--- config.mk ---
export PLATFORM = sky130hd
export DESIGN_NAME = e203_exu_alu_shared_pipe_flat
export DESIGN_NICKNAME = d
export VERILOG_FILES = /design/src/rtl/e203_exu_alu_shared_pipe_pkg.sv /design/src/rtl/e203_exu_alu_shared_pipe_if.sv /design/src/rtl/e203_alu_rr_arb.sv /design/src/rtl/e203_exu_alu_shared_pipe.sv /design/src/flat_wrapper.sv
export SDC_FILE = /design/constraint.sdc
export NUM_CORES = 1
export LEC_CHECK = 0
export ABC_AREA = 1
export CAP_MARGIN = 30
export CELL_PAD_IN_SITES_DETAIL_PLACEMENT = 1
export CELL_PAD_IN_SITES_GLOBAL_PLACEMENT = 1
export CORE_MARGIN = 2
export CORE_UTILIZATION = 33
export DETAILED_ROUTE_END_ITERATION = 8
export PLACE_DENSITY = 0.89
export SYNTH_ARGS = -nofsm -noshare
export SYNTH_HDL_FRONTEND = slang
export SYNTH_SLANG_ARGS = --single-unit
export TNS_END_PERCENT = 10
--- constraint.sdc ---
create_clock -name clk -period 7 [get_ports clk]
set_clock_uncertainty 0.15 [all_clocks]
set_input_delay 1.4 -clock clk [delete_from_list [all_inputs] [get_ports clk]]
set_output_delay 1.4 -clock clk [all_outputs]
set_load 0.005 [all_outputs]
--- src/rtl/e203_exu_alu_shared_pipe_pkg.sv ---
// e203_exu_alu_shared_pipe_pkg: opcode encodings and output-stage states for the shared ALU pipe
package e203_exu_alu_shared_pipe_pkg;
  localparam int OP_W = 4;
  typedef enum logic [OP_W-1:0] {
    E203_ALUOP_ADD   = 4'd0,
    E203_ALUOP_SUB   = 4'd1,
    E203_ALUOP_XOR   = 4'd2,
    E203_ALUOP_SLL   = 4'd3,
    E203_ALUOP_SRL   = 4'd4,
    E203_ALUOP_SRA   = 4'd5,
    E203_ALUOP_OR    = 4'd6,
    E203_ALUOP_AND   = 4'd7,
    E203_ALUOP_SLT   = 4'd8,
    E203_ALUOP_SLTU  = 4'd9,
    E203_ALUOP_MAX   = 4'd10,
    E203_ALUOP_MIN   = 4'd11,
    E203_ALUOP_MAXU  = 4'd12,
    E203_ALUOP_MINU  = 4'd13,
    E203_ALUOP_CMPEQ = 4'd14,
    E203_ALUOP_PASS2 = 4'd15
  } alu_op_e;
  typedef enum logic {EMPTY, FULL} stage_e;
endpackage

--- src/rtl/e203_exu_alu_shared_pipe_if.sv ---
// e203_exu_alu_shared_pipe_if: per-client request bus and shared response channel
interface e203_exu_alu_shared_pipe_if #(
  parameter int N_CLIENT = 4,
  parameter int XLEN     = 32,
  parameter int OP_W     = 4,
  parameter int ID_W     = 2
);
  logic [N_CLIENT-1:0]      req_valid;
  logic [N_CLIENT-1:0]      req_ready;
  logic [N_CLIENT*OP_W-1:0] req_op;
  logic [N_CLIENT*XLEN-1:0] req_op1;
  logic [N_CLIENT*XLEN-1:0] req_op2;
  logic                     rsp_valid;
  logic                     rsp_ready;
  logic [ID_W-1:0]          rsp_id;
  logic [XLEN-1:0]          rsp_res;
  logic                     rsp_cmp;
  modport master (output req_valid, req_op, req_op1, req_op2, rsp_ready,
                  input  req_ready, rsp_valid, rsp_id, rsp_res, rsp_cmp);
  modport slave  (input  req_valid, req_op, req_op1, req_op2, rsp_ready,
                  output req_ready, rsp_valid, rsp_id, rsp_res, rsp_cmp);
endinterface

--- src/rtl/e203_alu_rr_arb.sv ---
// e203_alu_rr_arb: one-hot arbiter, round-robin from a pointer or fixed priority from index 0
module e203_alu_rr_arb #(
  parameter int N  = 4,
  parameter int RR = 1,
  parameter int IW = $clog2(N)
) (
  input  logic          clk,
  input  logic          rst_n,
  input  logic [N-1:0]  valid,
  input  logic          adv,
  output logic [N-1:0]  grant,
  output logic [IW-1:0] id
);
  logic [IW-1:0] ptr_q, ptr_d, start, idx;
  logic          found;
  // first valid requester searching upward from the start index, wrapping
  always_comb begin
    start = (RR != 0) ? ptr_q : '0;
    grant = '0;
    id    = '0;
    found = 1'b0;
    idx   = '0;
    for (int o = 0; o < N; o++) begin
      idx = IW'((int'(start) + o) % N);
      if (!found && valid[idx]) begin
        found      = 1'b1;
        grant[idx] = 1'b1;
        id         = idx;
      end
    end
    ptr_d = adv ? ((id == IW'(N - 1)) ? '0 : id + IW'(1)) : ptr_q;
  end
  // pointer moves past the winner only on an accepted request
  always_ff @(posedge clk or negedge rst_n) begin
    if (!rst_n) ptr_q <= '0;
    else        ptr_q <= ptr_d;
  end
endmodule

--- src/rtl/e203_exu_alu_shared_pipe.sv ---
// e203_exu_alu_shared_pipe: arbitrated single-stage shared ALU plus shared scratch buffers
module e203_exu_alu_shared_pipe
  import e203_exu_alu_shared_pipe_pkg::*;
#(
  parameter int XLEN     = 32,
  parameter int N_CLIENT = 4,
  parameter int ID_W     = 2,
  parameter int ARB_RR   = 1,
  parameter int SBF_NUM  = 2
) (
  input  logic                    clk,
  input  logic                    rst_n,
  e203_exu_alu_shared_pipe_if.slave bus,
  input  logic [SBF_NUM-1:0]      sbf_ena,
  input  logic [SBF_NUM*XLEN-1:0] sbf_nxt,
  output logic [SBF_NUM*XLEN-1:0] sbf_r
);
  localparam int SW = $clog2(XLEN);
  logic [N_CLIENT-1:0]     grant;
  logic [ID_W-1:0]         gid;
  logic                    can_accept, hs;
  logic [OP_W-1:0]         op_raw;
  alu_op_e                 op;
  logic [XLEN-1:0]         op1, op2, alu_res;
  logic [XLEN:0]           sum;
  logic                    sub, sgn, lt, sel1, alu_cmp;
  stage_e                  state_q, state_d;
  logic [ID_W-1:0]         id_q, id_d;
  logic [XLEN-1:0]         res_q, res_d;
  logic                    cmp_q, cmp_d;
  logic [SBF_NUM*XLEN-1:0] sbf_q, sbf_d;

  assign can_accept    = rst_n & ((state_q == EMPTY) | bus.rsp_ready);
  assign hs            = can_accept & (|bus.req_valid);
  assign bus.req_ready = can_accept ? grant : '0;
  assign op            = alu_op_e'(op_raw);

  e203_alu_rr_arb #(.N(N_CLIENT), .RR(ARB_RR), .IW(ID_W)) u_arb (
    .clk   (clk),
    .rst_n (rst_n),
    .valid (bus.req_valid),
    .adv   (hs),
    .grant (grant),
    .id    (gid)
  );

  // AND-OR operand mux selected by the one-hot grant
  always_comb begin
    op_raw = '0;
    op1    = '0;
    op2    = '0;
    for (int i = 0; i < N_CLIENT; i++) begin
      op_raw |= {OP_W{grant[i]}} & bus.req_op[i*OP_W +: OP_W];
      op1    |= {XLEN{grant[i]}} & bus.req_op1[i*XLEN +: XLEN];
      op2    |= {XLEN{grant[i]}} & bus.req_op2[i*XLEN +: XLEN];
    end
  end

  // one extended adder serves add, subtract and every compare; its top bit is the less-than flag
  always_comb begin
    sgn     = op inside {E203_ALUOP_SLT, E203_ALUOP_MAX, E203_ALUOP_MIN};
    sub     = (op != E203_ALUOP_ADD);
    sum     = {sgn & op1[XLEN-1], op1} + ({sgn & op2[XLEN-1], op2} ^ {(XLEN+1){sub}}) + (XLEN+1)'(sub);
    lt      = sum[XLEN];
    sel1    = (op inside {E203_ALUOP_MAX, E203_ALUOP_MAXU}) ? !lt : lt;
    alu_cmp = (op inside {E203_ALUOP_SLT, E203_ALUOP_SLTU}) ? lt :
              (op == E203_ALUOP_CMPEQ) ? ~|sum[XLEN-1:0] :
              (op inside {E203_ALUOP_MAX, E203_ALUOP_MIN, E203_ALUOP_MAXU, E203_ALUOP_MINU}) ? sel1 : 1'b0;
    alu_res = '0;
    case (op)
      E203_ALUOP_ADD, E203_ALUOP_SUB:                       alu_res = sum[XLEN-1:0];
      E203_ALUOP_XOR:                                       alu_res = op1 ^ op2;
      E203_ALUOP_SLL:                                       alu_res = op1 << op2[SW-1:0];
      E203_ALUOP_SRL:                                       alu_res = op1 >> op2[SW-1:0];
      E203_ALUOP_SRA:                                       alu_res = XLEN'($signed(op1) >>> op2[SW-1:0]);
      E203_ALUOP_OR:                                        alu_res = op1 | op2;
      E203_ALUOP_AND:                                       alu_res = op1 & op2;
      E203_ALUOP_SLT, E203_ALUOP_SLTU, E203_ALUOP_CMPEQ:    alu_res = XLEN'(alu_cmp);
      E203_ALUOP_MAX, E203_ALUOP_MIN,
      E203_ALUOP_MAXU, E203_ALUOP_MINU:                     alu_res = sel1 ? op1 : op2;
      default:                                              alu_res = op2;
    endcase
  end

  // output stage loads on a grant, drains on rsp_ready, else holds; scratch buffers load per enable
  always_comb begin
    state_d = hs ? FULL : (bus.rsp_ready ? EMPTY : state_q);
    id_d    = hs ? gid : id_q;
    res_d   = hs ? alu_res : res_q;
    cmp_d   = hs ? alu_cmp : cmp_q;
    sbf_d   = sbf_q;
    for (int k = 0; k < SBF_NUM; k++)
      if (sbf_ena[k]) sbf_d[k*XLEN +: XLEN] = sbf_nxt[k*XLEN +: XLEN];
  end

  // state registers; reset discards any in-flight result
  always_ff @(posedge clk or negedge rst_n) begin
    if (!rst_n) begin
      state_q <= EMPTY;
      id_q    <= '0;
      res_q   <= '0;
      cmp_q   <= 1'b0;
      sbf_q   <= '0;
    end else begin
      state_q <= state_d;
      id_q    <= id_d;
      res_q   <= res_d;
      cmp_q   <= cmp_d;
      sbf_q   <= sbf_d;
    end
  end

  assign bus.rsp_valid = (state_q == FULL);
  assign bus.rsp_id    = id_q;
  assign bus.rsp_res   = res_q;
  assign bus.rsp_cmp   = cmp_q;
  assign sbf_r         = sbf_q;
endmodule

--- src/flat_wrapper.sv ---
// flat-port wrapper written by rule: the top's interface ports become plain ports
module e203_exu_alu_shared_pipe_flat import e203_exu_alu_shared_pipe_pkg::*;
#(
  parameter int XLEN     = 32,
  parameter int N_CLIENT = 4,
  parameter int ID_W     = 2,
  parameter int ARB_RR   = 1,
  parameter int SBF_NUM  = 2
)
  (clk, rst_n, sbf_ena, sbf_nxt, sbf_r, bus_req_valid, bus_req_op, bus_req_op1, bus_req_op2, bus_rsp_ready, bus_req_ready, bus_rsp_valid, bus_rsp_id, bus_rsp_res, bus_rsp_cmp);
  e203_exu_alu_shared_pipe_if #(.N_CLIENT(N_CLIENT), .XLEN(XLEN), .OP_W(4), .ID_W(ID_W)) bus_i ();
  input  logic clk;
  input  logic rst_n;
  input  logic [SBF_NUM-1:0] sbf_ena;
  input  logic [SBF_NUM*XLEN-1:0] sbf_nxt;
  output logic [SBF_NUM*XLEN-1:0] sbf_r;
  input wire logic [$bits(bus_i.req_valid)-1:0] bus_req_valid;
  input wire logic [$bits(bus_i.req_op)-1:0] bus_req_op;
  input wire logic [$bits(bus_i.req_op1)-1:0] bus_req_op1;
  input wire logic [$bits(bus_i.req_op2)-1:0] bus_req_op2;
  input wire logic [$bits(bus_i.rsp_ready)-1:0] bus_rsp_ready;
  output wire logic [$bits(bus_i.req_ready)-1:0] bus_req_ready;
  output wire logic [$bits(bus_i.rsp_valid)-1:0] bus_rsp_valid;
  output wire logic [$bits(bus_i.rsp_id)-1:0] bus_rsp_id;
  output wire logic [$bits(bus_i.rsp_res)-1:0] bus_rsp_res;
  output wire logic [$bits(bus_i.rsp_cmp)-1:0] bus_rsp_cmp;
  assign bus_i.req_valid = bus_req_valid;
  assign bus_i.req_op = bus_req_op;
  assign bus_i.req_op1 = bus_req_op1;
  assign bus_i.req_op2 = bus_req_op2;
  assign bus_i.rsp_ready = bus_rsp_ready;
  assign bus_req_ready = bus_i.req_ready;
  assign bus_rsp_valid = bus_i.rsp_valid;
  assign bus_rsp_id = bus_i.rsp_id;
  assign bus_rsp_res = bus_i.rsp_res;
  assign bus_rsp_cmp = bus_i.rsp_cmp;
  e203_exu_alu_shared_pipe #(.XLEN(XLEN), .N_CLIENT(N_CLIENT), .ID_W(ID_W), .ARB_RR(ARB_RR), .SBF_NUM(SBF_NUM)) u_core (.clk(clk), .rst_n(rst_n), .bus(bus_i), .sbf_ena(sbf_ena), .sbf_nxt(sbf_nxt), .sbf_r(sbf_r));
endmodule
==> flow_summary.json <==
{
  "synth_flop_cell": "sky130_fd_sc_hd__dfrtp_1",
  "cp_max_fo": 9,
  "core_area_um2": 44030,
  "clkSinkCount": 102,
  "grt_usage_pct": 38.14,
  "finalSetupViolations": 0,
  "initial_core_util_pct": 33.29,
  "final-instance-count-excl-fill": 3427,
  "place_congestion": 1.089,
  "largest_area_contributor_in_the_synthesized_netlist": "sky130_fd_sc_hd__nand2_1",
  "finalHoldViolCount": 0,
  "outcome": "completed",
  "ff2ff_setup_slack_ns": 0.60,
  "first_iteration_detailed_routing_drc_count": 1717,
  "yosys_register_bits": 102,
  "final.hold.worst_slack_ns": 0.3388,
  "drv_cap": 0,
  "fin_util_pct": 48.44,
  "path_common_cell": "sky130_fd_sc_hd__nand2_1",
  "holdPathStages": 2,
  "io_buffer_count": 448,
  "worst_reg2reg_path_length_in_cells": 36,
  "crit_family": "simple AND/OR/NAND/NOR gates",
  "fp.dieArea_um2": 46110,
  "netlist_top_cells_count": "sky130_fd_sc_hd__nand2_1 (696), sky130_fd_sc_hd__nand3_1 (197), sky130_fd_sc_hd__inv_1 (177), sky130_fd_sc_hd__nor2_1 (169), sky130_fd_sc_hd__o21ai_0 (106)",
  "cpPeakStageDelay_ns": 0.48,
  "worstReg2RegStart": "u_core.u_arb.ptr_q[0]",
  "path_clk_slew_ns": 0.08,
  "placement_rows": 77,
  "ys_async_rst_share_pct": 100.0,
  "synth_enable_flop_cells": 0,
  "critPathSlowestCell": "sky130_fd_sc_hd__clkdlybuf4s50_1",
  "timing.critical_path.buf_inv": 9,
  "critPathLaunchType": "input pin",
  "timing.critical_path.to_type": "flip-flop",
  "die_h_um": 214.7,
  "wl_per_cell_um": 26.57,
  "dominant_cells_by_area_after_synthesis": "sky130_fd_sc_hd__nand2_1 (18%), sky130_fd_sc_hd__dfrtp_1 (17%), sky130_fd_sc_hd__ha_1 (8.8%), sky130_fd_sc_hd__nand3_1 (6.7%), sky130_fd_sc_hd__a22o_1 (6.1%)",
  "area_growth_pct": 45.53,
  "clock_path_buffers": 2,
  "grt_pass1_wl_mm": 132.8,
  "post_drt_via_cell_ratio": 5.752,
  "mappedNetlistNets": 2745,
  "period_needed_ns": 6.784,
  "worst-setup-path-type": "in -> reg",
  "setup_total_negative_slack_ns": 0,
  "route.vias.total": 19710,
  "drive_gt1_share_pct": 13.33,
  "final-seq-area_um2": 2552,
  "cts_tree": "yes",
  "synthDominantCellAreaShare_pct": 17.83,
  "hold_path_end": "u_core.bus.rsp_res[26]",
  "total_standard_cell_area_after_synthesis_um2": 14660,
  "gr-total-overflow": 0,
  "first_global_vias": 20620,
  "tritoncts.num_buffers": 9,
  "timing_worst_slew_pin_value_ns": 0.7661,
  "timing.final.crit_share_pct": 96.91,
  "cts_max_level": 3,
  "relSlewSlack_pct": 48.62,
  "worstPathArrival_ns": 6.89,
  "finalMaxSlewViolations": 0,
  "synth_seq_area_share_pct": 17.42,
  "fill_cells": 5683,
  "floorplan.die.width_um": 214.7,
  "holdCritPathClass": "reg -> reg",
  "insertion_delay_of_the_later_clocked_pin_in_the_worst_skew_pair_ns": 0.36,
  "antenna_found_initial": 1,
  "dpl.hpwl_mm": 76.08,
  "r2r_end": "u_core.bus.rsp_res[20]",
  "synthMostInstantiatedCell": "sky130_fd_sc_hd__nand2_1",
  "clock.fmax_mhz": 147.4,
  "crit_required_ns": 7.11,
  "cell_count_after_synthesis": 2296,
  "n_antenna_cell": 0,
  "drt_pre_antenna_iters": 7,
  "nNetsFinal": 3279,
  "placed_instances": 3405,
  "clock-root-buffer": "sky130_fd_sc_hd__clkbuf_16",
  "multi_input_logic_area_um2": 10830,
  "ys_warn_count": 0,
  "postSynthAreaPerCell_um2": 6.383,
  "totalWireLength_mm": 91.05,
  "detail-route-antenna-nets": 0,
  "hp-start": "u_core.bus.rsp_res[26]",
  "drt_drc_violations_left": 0,
  "grt_max_degree": 69,
  "io-pin-count": 449,
  "synth.distinct_cells": 64
}
[registers in the layout, summed over array words and instances (netlist names)]
register              cells
u_core.bus.rsp_cmp        1
u_core.bus.rsp_id         2
u_core.bus.rsp_res       32
u_core.bus.rsp_valid      1
u_core.sbf_r             64
u_core.u_arb.ptr_q        2
[worst register-to-register path, delay by kind of cell, from the launching register on]
kind	cells	cell delay (ns)
and+or+nand+nor	15	1.55
DFF	1	0.73
adders and majority gates	2	0.90
buffers and inverters	10	1.53
AOI/OAI and AO/OA	9	1.44
[per-stage QoR]
stage	setup WS, ns	instance area, µm²
floorplan	0.9506	14660
finish	0.2164	21330
CTS	-0.008817	21210
global route	-0.001963	21330
global placement	-0.1726	20850
detailed placement	-0.4989	20870
[area by class of cell]
| class | count | share of cell area (%) |
|---|---|---|
| Tap cell | 592 | 3.473 |
| Multi-Input combinational cell | 1876 | 50.77 |
| Timing Repair Buffer | 643 | 28.86 |
| Clock buffer | 10 | 1.120 |
| Inverter | 198 | 3.508 |
| Clock inverter | 6 | 0.2992 |
| Sequential cell | 102 | 11.97 |
[worst max-delay path by stage]
stage	start	to	slack, ns	cells after the start
floorplan	bus_req_valid[3]	u_core.bus.rsp_res[17]	0.95	39
global placement	bus_req_valid[3]	u_core.bus.rsp_res[0]	-0.17	38
detailed placement	bus_req_valid[3]	u_core.bus.rsp_res[0]	-0.50	37
CTS	bus_req_valid[3]	u_core.bus.rsp_res[0]	-0.009	39
global route	bus_req_valid[2]	u_core.bus.rsp_res[20]	-0.002	38
finish	bus_req_valid[2]	u_core.bus.rsp_res[20]	0.22	38
[routing by layer]
layer / track usage [%] / wire length, µm / vias to the layer above
met2: 63.89 / 41830 / 1084
met1: 46.92 / 35870 / 9552
li1: - / - / 8848
met5: 0 / 27 / -
met4: 19.93 / 5531 / 4
met3: 6.454 / 7787 / 225
[logic make-up (layout without fill, tap and decap cells)]
| group | after synthesis | count (layout) | synth area share (%) |
|---|---|---|---|
| buffers and inverters | 318 | 857 | 9.477 |
| XOR/XNOR | 45 | 45 | 2.689 |
| multiplexers | 69 | 69 | 5.259 |
| adder cells (fa/ha/maj) | 104 | 104 | 8.930 |
| flip-flops | 102 | 102 | 17.42 |
| AND/OR/NAND/NOR | 1171 | 1171 | 34.29 |
| AO/OA/AOI/OAI | 487 | 487 | 21.94 |
[timing repair]
action / 4_1_cts / 5_1_grt
cloned: 0 / 1
gates resized for setup: 5 / 17
pin swaps: 1 / 8
endpoints found under the setup margin: 3 / 33
buffers inserted: 2 / 3
hold buffers: 0 / 0
[placed cells by master, fill, tap and decap left out, drive strengths merged, types with 4 or more instances in the layout]
master         instances
inv                  198
o21bai                 9
mux2i                  5
or2                    9
mux2                  64
o21ai                167
a41oi                  4
o311ai                 4
o2111ai               13
o211ai                42
a31oi                 10
a22o                 102
o21a                   8
xnor2                 10
a21boi                 5
xor2                  35
clkdlybuf4s50        446
a221oi                11
nand4                 22
nand2                705
a211oi                 8
nor3                  13
ha                   103
a21oi                 84
o22ai                  8
clkbuf                11
dfrtp                102
nand3b                 7
buf                  195
nor2                 207
clkinv                 5
nand3                203
Power is not shown: default switching activity piles up to over one toggle a cycle in this logic, so the estimate is an artifact.
==> edit: new RTL, same settings <==
Make the reset (`rst_n`) synchronous in 2 clocked blocks.
--- a/src/rtl/e203_alu_rr_arb.sv
+++ b/src/rtl/e203_alu_rr_arb.sv
@@ -32,5 +32,5 @@
   end
   // pointer moves past the winner only on an accepted request
-  always_ff @(posedge clk or negedge rst_n) begin
+  always_ff @(posedge clk) begin
     if (!rst_n) ptr_q <= '0;
     else        ptr_q <= ptr_d;
--- a/src/rtl/e203_exu_alu_shared_pipe.sv
+++ b/src/rtl/e203_exu_alu_shared_pipe.sv
@@ -95,5 +95,5 @@
 
   // state registers; reset discards any in-flight result
-  always_ff @(posedge clk or negedge rst_n) begin
+  always_ff @(posedge clk) begin
     if (!rst_n) begin
       state_q <= EMPTY;
Formal check against the unedited RTL: not equivalent (a bounded check fails within 4 cycles, from zero or initial values and one cycle with rst_n low; the reset may be asserted at any time).
==> edit against the original RTL <==
Global-route usage up 2.2 points; sequential cell count unchanged; maximum frequency down 0.54%; register-to-register slack better by 20 ps; setup slack worse by 37 ps; synthesized area down 3.9%; via count up 4.2%; final area about the same; routed wire length up 0.98%; critical path type unchanged; highest routed layer is now met4.
Power is left out: the tool's default activity adds up to more than one toggle a clock period on the data nets, which glitch-free logic cannot reach.
==> edit: results (changes against the original RTL) <==
layout cells sized above 1 0.134 (+0.000247); worst-case setup slack after placement -770 ps (-271 ps); Multi-Input Combinational 1960 (+4.5%); clock network area share 0.0143 (+0.000122); num sequential 102 (unchanged); Repair and plain buffers 722 (+12%); xor and xnor fraction of the mapped netlist area 0.0286 (+0.00172); logic depth of the worst register-to-register path 40 (+11%); Min Clock Period, post-route 6820 ps (+36.8 ps); initial antenna violation count 4 (+3); run status finished, final reports clean; via count 20545 (+4.2%); min-delay src u_core.bus.rsp_res[9]; HPWL Detailed 76300 um (+0.25%); Worst R2R End u_core.bus.rsp_res[0]; Signal buf overhead 0.315 (+0.0260); 1st-iter DRT viols 1683 (-2.0%); share of synthesized registers carrying an async set or reset 0 (-1.00); Commonest cells post-synth 627 x sky130_fd_sc_hd__nand2_1, 299 x sky130_fd_sc_hd__nor2_1, 188 x sky130_fd_sc_hd__o21ai_0, 155 x sky130_fd_sc_hd__inv_1, 144 x sky130_fd_sc_hd__nand3_1; post-synthesis share of cell area spent on full adders, half adders and majority gates 0.0930 (+0.00365); post-synthesis net count 2818 (+2.7%); fraction of post-synthesis cell area in the top cell type by area 0.167 (-0.0111); multiplexer area fraction after synthesis 0.00142 (-0.0512); Global Route Usage Sum 0.403 (+0.0216); Crit path largest cell delay 450 ps (-30 ps); leading cell types by total area after synthesis sky130_fd_sc_hd__nand2_1 17%, sky130_fd_sc_hd__dfxtp_1 15%, sky130_fd_sc_hd__ha_1 9.2%, sky130_fd_sc_hd__nor2_1 8.0%, sky130_fd_sc_hd__a22o_1 7.8%; leading register cell type out of synthesis sky130_fd_sc_hd__dfxtp_1; launch instance of the worst register-to-register path u_core.u_arb.ptr_q[0]; number of antenna repair diodes 5 (+5); Worst-Margin Slew 994 ps (+228 ps); multi-input gate share of the layout cell area 0.513 (+0.00496); net count of the finished layout 3416 (+4.2%); number of distinct standard cells referenced by the synthesized netlist 63 (-1.6%); Final GP Congestion 1.10 (+0.88%); nonclk inv count 172 (-13%); wire length of the first global-routing pass 134000 um (+0.72%); sequential cell area 2040 um^2 (-20%); Worst setup startpoint bus_req_valid[3]; largest net degree at the start of global routing 75 (+8.7%); total wire length 91900 um (+0.98%); critical path peak fanout 26 (+17); layout filler cell count 5595 (-1.5%); worst setup slack for register-to-register paths 620 ps (+20 ps); top cell family by delay on the critical path simple AND/OR/NAND/NOR gates; Clock Path Buffers 2 (unchanged); worst-skew pair later-pin latency 380 ps (+20 ps); CP Data Arrival Time 6980 ps (+90 ps); sequential cell area fraction in the yosys report 0.145 (-0.0291)
-- edit: cell types whose count changed in the layout (fill, tap and decap cells not counted), moves of 20 or more --
cell / delta
sky130_fd_sc_hd__o21ai_0: +82
sky130_fd_sc_hd__a21oi_1: +39
sky130_fd_sc_hd__nand3_1: -53
sky130_fd_sc_hd__dfxtp_1: +102
sky130_fd_sc_hd__nor2_1: +126
sky130_fd_sc_hd__nand2_1: -73
sky130_fd_sc_hd__inv_1: -20
sky130_fd_sc_hd__buf_4: +78
sky130_fd_sc_hd__dfrtp_1: -102
sky130_fd_sc_hd__mux2_2: -64
sky130_fd_sc_hd__a22o_1: +22
-- edit: metal layers --
layer,vias to the layer above,part of all wire,GRT usage
met2,1028,0.47,0.677
met4,0,0.064,0.229
met5,-,0,0
met3,277,0.078,0.0737
li1,9264,-,-
met1,9976,0.39,0.484
-- edit: metrics by stage --
| step | cells | hold WS [ps] | TNS, ps | area, um^2 |
|---|---|---|---|---|
| 2_1_floorplan | 2369 | 312 | 0 | 14100 |
| 3_3_place_gp | 3484 | 308 | -1120 | 20700 |
| 3_5_place_dp | 3487 | 308 | -7690 | 20800 |
| 4_1_cts | 3503 | 320 | 0 | 21100 |
| 5_1_grt | 3511 | 340 | -296 | 21300 |
| 6_report | 3516 | 317 | 0 | 21300 |
-- edit: worst min-delay path by stage --
stage,endpoint,slack (ps),cells past startpoint
final,u_core.bus.rsp_res[9],320,2
after global routing,u_core.bus.rsp_res[9],340,2
after CTS,u_core.bus.rsp_res[9],320,2
after detailed placement,u_core.bus.rsp_res[8],310,2
after global placement,u_core.bus.rsp_res[18],310,2
after floorplan,u_core.bus.rsp_res[0],310,2
-- edit: what timing repair did --
action	CTS	global route
pin swaps	1	13
endpoints found under the setup margin	4	32
gates resized for setup	7	28
hold buffers	0	0
setup buffers	0	7
